## src/rtl/mdu_seq_ctrl.sv

```systemverilog
// mdu_seq_ctrl: MDU multi-cycle sequencer; MDU_DIV_ZERO_FAST_EN enables the divide-by-zero bypass
module mdu_seq_ctrl #(
  parameter int MUL_CYCLES = 3,
  parameter int DIV_CYCLES = 34,
  parameter int OP_WIDTH = 3,
  parameter int RD_WIDTH = 5
) (
  input  logic                clk,
  input  logic                rst_n,
  input  logic                id_valid_i,
  input  logic                md_op_i,
  input  logic [OP_WIDTH-1:0] mdu_op_i,
  input  logic [RD_WIDTH-1:0] rd_addr_i,
  input  logic                rs2_zero_i,
  input  logic                flush_i,
  input  logic                ex_ready_i,
  output logic                stall_o,
  output logic                mdu_start_o,
  output logic [OP_WIDTH-1:0] mdu_op_o,
  output logic                mdu_kill_o,
  output logic                result_valid_o,
  output logic [RD_WIDTH-1:0] wb_rd_addr_o,
  output logic                div_zero_o,
  output logic                busy_o
);
  localparam int MAXC = MUL_CYCLES > DIV_CYCLES ? MUL_CYCLES : DIV_CYCLES;
  localparam int CW = $clog2(MAXC + 1);
  typedef enum logic [1:0] {IDLE, RUN, DONE} state_t;
  state_t state;
  logic [CW-1:0] cnt;
  logic accept, is_div, fast, active;
  assign is_div = mdu_op_i[2];
`ifdef MDU_DIV_ZERO_FAST_EN
  assign fast = is_div & rs2_zero_i;
`else
  logic unused_rs2_zero;
  assign unused_rs2_zero = rs2_zero_i;
  assign fast = 1'b0;
`endif
  // rst_n gates accept so stall stays low throughout reset
  assign accept = rst_n & (state == IDLE) & id_valid_i & md_op_i & ~flush_i;
  assign active = state != IDLE;
  assign stall_o = accept | (state == RUN) | ((state == DONE) & ~ex_ready_i);
  assign mdu_kill_o = active & flush_i;
  assign result_valid_o = (state == DONE) & ~flush_i;
  assign busy_o = active;
  always_ff @(posedge clk or negedge rst_n) begin
    if (!rst_n) begin
      state <= IDLE;
      cnt <= '0;
      mdu_op_o <= '0;
      wb_rd_addr_o <= '0;
      div_zero_o <= 1'b0;
      mdu_start_o <= 1'b0;
    end else begin
      mdu_start_o <= accept & ~fast;
      if (mdu_kill_o) begin
        state <= IDLE;
        div_zero_o <= 1'b0;
      end else begin
        case (state)
          IDLE: if (accept) begin
            mdu_op_o <= mdu_op_i;
            wb_rd_addr_o <= rd_addr_i;
            cnt <= fast ? '0 : is_div ? CW'(DIV_CYCLES - 1) : CW'(MUL_CYCLES - 1);
            div_zero_o <= fast;
            state <= fast ? DONE : RUN;
          end
          RUN: if (cnt == '0) state <= DONE;
               else cnt <= cnt - 1'b1;
          DONE: if (ex_ready_i) begin
            state <= IDLE;
            div_zero_o <= 1'b0;
          end
          default: state <= IDLE;
        endcase
      end
    end
  end
endmodule

```

## config.mk

```make
export PLATFORM = sky130hd
export DESIGN_NAME = mdu_seq_ctrl
export DESIGN_NICKNAME = d
export VERILOG_FILES = /design/src/rtl/mdu_seq_ctrl.sv
export SDC_FILE = /design/constraint.sdc
export NUM_CORES = 1
export LEC_CHECK = 0
export BUFFER_PORTS_ARGS = -buffer_cell sky130_fd_sc_hd__buf_2
export CAP_MARGIN = 0
export CORE_UTILIZATION = 47
export DETAILED_ROUTE_END_ITERATION = 8
export HOLD_SLACK_MARGIN = 0.12
export PLACE_DENSITY = 0.72
export RECOVER_POWER = 50
export SYNTH_ARGS = -nofsm -noshare
export SYNTH_HDL_FRONTEND = slang
export SYNTH_SLANG_ARGS = --single-unit
```

## constraint.sdc

```tcl
create_clock -name clk -period 2.1 [get_ports clk]
set_clock_uncertainty 0.1 [all_clocks]
set_input_delay 0 -clock clk [delete_from_list [all_inputs] [get_ports clk]]
set_output_delay 0 -clock clk [all_outputs]
set_load 0.005 [all_outputs]
```

-- After elaboration in Yosys (flattened, before gate mapping)
Index checks and enable logic that the tools add are counted.
- $add $sub $neg: 1
- $mul: 0
- div/mod/pow operators: 0
- magnitude comparators: 0
- equal/unequal tests: 7
- shifts and indexed selects: 0
- mux-type cells: 13
- bitwise operators: 12
- reduce and logical (&&, ||, !) cells: 9
- operators with widths (kind ; count):
    6-bit 2-to-1 mux ; 3
    6-bit case mux with 2 select lines ; 1
    3-bit AND reduction ; 3
    2-bit 2-to-1 mux ; 4
    1-bit AND ; 7
    6-bit logical NOT ; 1
    3-bit != test, second input constant ; 2
    2-bit case mux with 3 select lines ; 1
    6-bit by 1-bit subtractor with 6-bit output, second input constant ; 1
    2-bit != test, second input constant ; 2
    4-bit AND reduction ; 1
    2-bit nonzero test ; 2
    1-bit 2-to-1 mux ; 3
    3-bit by 2-bit != test with 1-bit output, second input constant ; 1
    1-bit NOT ; 3
    3-bit nonzero test ; 1
    2-bit by 1-bit equality test with 1-bit output, second input constant ; 1
    2-bit equality test, second input constant ; 1
    2-bit logical NOT ; 1
    1-bit bitwise OR ; 2
    1-bit case mux with 2 select lines ; 1
- bits in registers: 18
- bits in latches: 0
- memory bits (writable): 0
- memory bits (read-only): 0
- input port bits: 15
- output and inout port bits: 14
- word-level logic and storage cells: 48
- memories kept: 0

-- Longest topological paths before layout
- depth in word-level cells: 8
- gate-level depth with buffers: 7
- mapped depth without buffers: 7

-- Worst setup path before layout
OpenSTA, ideal clock, no wires.
- path type: register to register
- from: register cnt[0]
- to: register cnt[4]
- library setup time: 0.080 ns
- arrival: 1.339 ns
- data required time: 1.920 ns
- setup slack: 0.581 ns
- cell stages (with the launch flop): 7
- path buffers: 0
- clock period less this slack: 1.519 ns
- cell sequence: dfrtp_1 > inv_1 > ha_1 > nand3b_1 > o211ai_4 > or3_1 > a21oi_1
- longest elaborated chain between the ends: 3
- elaborated cells on any way between the ends: 6
- classes of those cells: add/sub (1); eq/ne (1); mux (2); reduce/logical (2)
- ends and longest elaborated chain (what ; RTL line ; source):
    start, declared ; 30 ; logic [CW-1:0] cnt;
    start signal, assigned ; 65 ; cnt <= fast ? '0 : is_div ? CW'(DIV_CYCLES - 1) : CW'(MUL_CYCLES - 1);
    start signal, assigned ; 70 ; else cnt <= cnt - 1'b1;
    6-bit by 1-bit subtractor with 6-bit output / 6-bit logical NOT (equally long branches) ; 70, 69 ;
    6-bit 2-to-1 mux / 2-bit != test (equally long branches) ; - ;
    6-bit case mux with 2 select lines / 4-bit AND reduction (equally long branches) ; - ;
Parallel ways exist; a longest one is shown, timed or not. The select of a mux whose other input is x is not followed.
A chain may end at the register's enable or synchronous reset.

-- Worst setup path after layout
- from: input port rst_n
- to: register cnt[3]
- longest elaborated chain between the ends: 6
- ends and longest elaborated chain (what ; RTL line ; source):
    start, declared ; 9 ; input logic rst_n,
    1-bit AND (4 in series) ; 41 ; assign accept = rst_n & (state == IDLE) & id_valid_i & md_op_i & ~flush_i;
    2-bit != test (no source line) ; - ;
    4-bit AND reduction (no source line) ; - ;
Every way passes these cells.

==> out/results.ini <==
[power_and_ir_drop]
vdd_ir_drop_max_mv = 0.577
power_per_unit_of_standard_cell_area_nw_per_um2 = 823
power.leakage_uw = 0.000602

[finish]
mostFrequentLayoutCells = nand2_1 (26), buf_2 (23), dfrtp_1 (17)
flow.area_growth_from_synthesis_pct = 41.4
diodes = 0
stdcell_area_sq_um = 1180
post_layout_utilization_of_the_core = 0.748
most_common_cell_after_layout_fill_and_taps_aside = nand2_1
layout-drive-gt1-share = 0.277
design.final.nets = 155

[sta]
timing.slew.headroom = 0.564
fin_setup_tns_ns = 0
setup-violations-final = 0
post-route-period-util = 0.918
final_min_period_ns = 1.93
tightest_slew_ns = 0.654
final-max-slew-violation-count = 0
timing.final.ws_setup_ns = 0.173
rsz0062_at_grt = no
clock.fmax_ghz = 0.519
timing_hold_violations_final = 0

[floorplanning]
die_width_um = 44.1
fp-row-count = 14
die_height_um = 44.1
initial_core_util = 0.529
die_area_sq_um = 1950
core_region_area_sq_um = 1580
io_pins = 29

[setup_path]
number_of_cell_instances_on_the_worst_register_to_register_path = 6
slowest_delay_ns = 0.54
timing.reg2reg.setup_slack_ns = 0.40
critical_path.n_buffers_inverters = 3
critPathTopFamily = buffers and inverters
crit_type = in2reg
regToRegStartpoint = cnt[0]
cp-end-kind = flip-flop
startpoint_class_of_the_critical_path = primary input
cp_data_required_time_ns = 2.22
critPathMaxFanout = 8
cp_common_cell = dlygate4sd3_1
crit_path_cell_trace = dlygate4sd3_1, dlygate4sd3_1, buf_2, a31o_2, o211ai_4, nor4_1, mux2i_1
timing.critical_path.slowest_stage_cell = dlygate4sd3_1
critical_path_arrival_ns = 2.04
regToRegEndpoint = cnt[3]

[clock_tree]
cts.sink_count = 17
insertion_delay_ns = 0.29
path_clk_slew_ns = 0.10
cts-root-to-sink-buffers = 2
root_buffer = clkbuf_4
cts.htree.levels = 1
ctsResizeCount = 0
cts-buffers-inserted = 3
clock_tree_from_tritoncts = built

[synthesis]
most_area_consuming_cells_after_synthesis = dfrtp_1 (51%), nand2_1 (12%), o21ai_0 (3.6%), ha_1 (3.0%), o211ai_4 (2.5%)
post_syn_area_per_cell_sq_um = 9.38
post_synthesis_async_set_or_reset_flop_share = 1.00
synth_seq_cells = 17
yosysSeqAreaShare = 0.510
post_syn_nets = 106
synth_area_leader_cell = dfrtp_1
syn_inst = 89
yosysUniqueCellTypes = 32
synthDominantCellAreaShare = 0.510
yosys_most_used_dff = dfrtp_1
synth.yosys.warnings = 0
synth-edff-count = 0
syn_area_sq_um = 835

[drt]
drt_wl_total_mm = 1.86
drt_first_pass_iters = 6
dr_total_vias = 778
vias_per_cell = 5.08
drt_iter0_markers = 18
post_drt_antenna_nets = 0
post-route-drc-count = 0
wire_per_inst_um = 12.2

[global_route]
grt_antenna_before_repair = 0
first_global_vias = 747
grt.overflow.total = 0
grt_use_total = 0.212
grt_start_max_net_pins = 13
grt_first_pass_wirelength_mm = 2.93

[status]
outcome = complete, no violations

[hold_path]
holdCritStartpoint = mdu_op_i[1]
hold-path-endpoint = mdu_op_o[1]
hold-path-cell-count = 4
worstHoldPathType = in2reg

[job]
max_cap_violations = 0

[placement]
port_buffers = 26
placed_cell_area_sq_um = 988
detailed_place_hpwl_mm = 1.16
routabilityCongestion = 0.728
pre_cts_ws_ns = 0.433

cell usage after synthesis, drive strengths merged (2+ instances only):
cell and number:
nor2 3, and2 2, ha 2, dfrtp 17, nand2 26, nor3 2, o21ai 6, or3 3
nand2b 2, inv 3, a21oi 3, nor3b 2
sequential cells by signal, summed over array words and instances (netlist names):
name,flops
cnt,6
wb_rd_addr_o,5
mdu_op_o,3
state,2
mdu_start_o,1
through the flow:
step	total power, uW	hold WS (ns)	std cells
final	971	0.329	153
after global routing	1040	0.354	153
after CTS	963	0.120	149
after detailed placement	769	-0.250	131
after global placement	758	-0.252	131
after floorplan	667	-0.396	89
cell families after synthesis:
group                    share of synthesized area
AND/OR/NAND/NOR                              0.274
AO/OA/AOI/OAI                                0.135
flip-flops                                   0.510
other                                      0.00449
multiplexers                                0.0120
adder cells (fa/ha/maj)                     0.0300
buffers and inverters                       0.0345
layout make-up:
| type | instances | area, sq um |
|---|---|---|
| flip-flops and latches | 17 | 425 |
| fillers | 126 | 397 |
| multi-input cells | 66 | 380 |
| repair buffers | 46 | 310 |
| clock buffers | 4 | 26.3 |
| well taps | 16 | 20.0 |
| inverters | 4 | 17.5 |
how the worst max path moves through the flow:
stage | start | end | slack (ns) | cells past startpoint
after global routing | rst_n | cnt[3] | 0.07 | 7
after floorplan | cnt[0] | cnt[4] | 0.58 | 6
after CTS | rst_n | stall_o | 0.07 | 7
after detailed placement | cnt[0] | cnt[3] | 0.43 | 6
after global placement | cnt[0] | cnt[3] | 0.48 | 6
final | rst_n | cnt[3] | 0.17 | 7
per-layer routing:
layer	vias up	wire, um	GRT usage	part of all wire
met1	352	839	0.243	0.45
met3	5	89	0.0367	0.048
li1	394	-	-	-
met2	27	885	0.365	0.48
met5	-	0	0	0
met4	0	46	0.127	0.025
worst min-delay path: stages:
cell and delay [ns]:
dlygate4sd3_1 0.52, buf_2 0.09, nand2_1 0.04, nand2_1 0.05
where the power goes:
group | leakage (uW) | total [uW] | internal, uW | switching, uW
clock | 0.0000150 | 173 | 73.9 | 99.6
sequential | 0.000218 | 474 | 410 | 63.3
combinational | 0.000370 | 324 | 169 | 155
repair_timing:
action,4_1_cts,5_1_grt
hold endpoints to repair,30,2
hold buffers,14,2
setup buffers,0,3
setup endpoints to repair,0,2
Power figures use the tool's default switching activity.
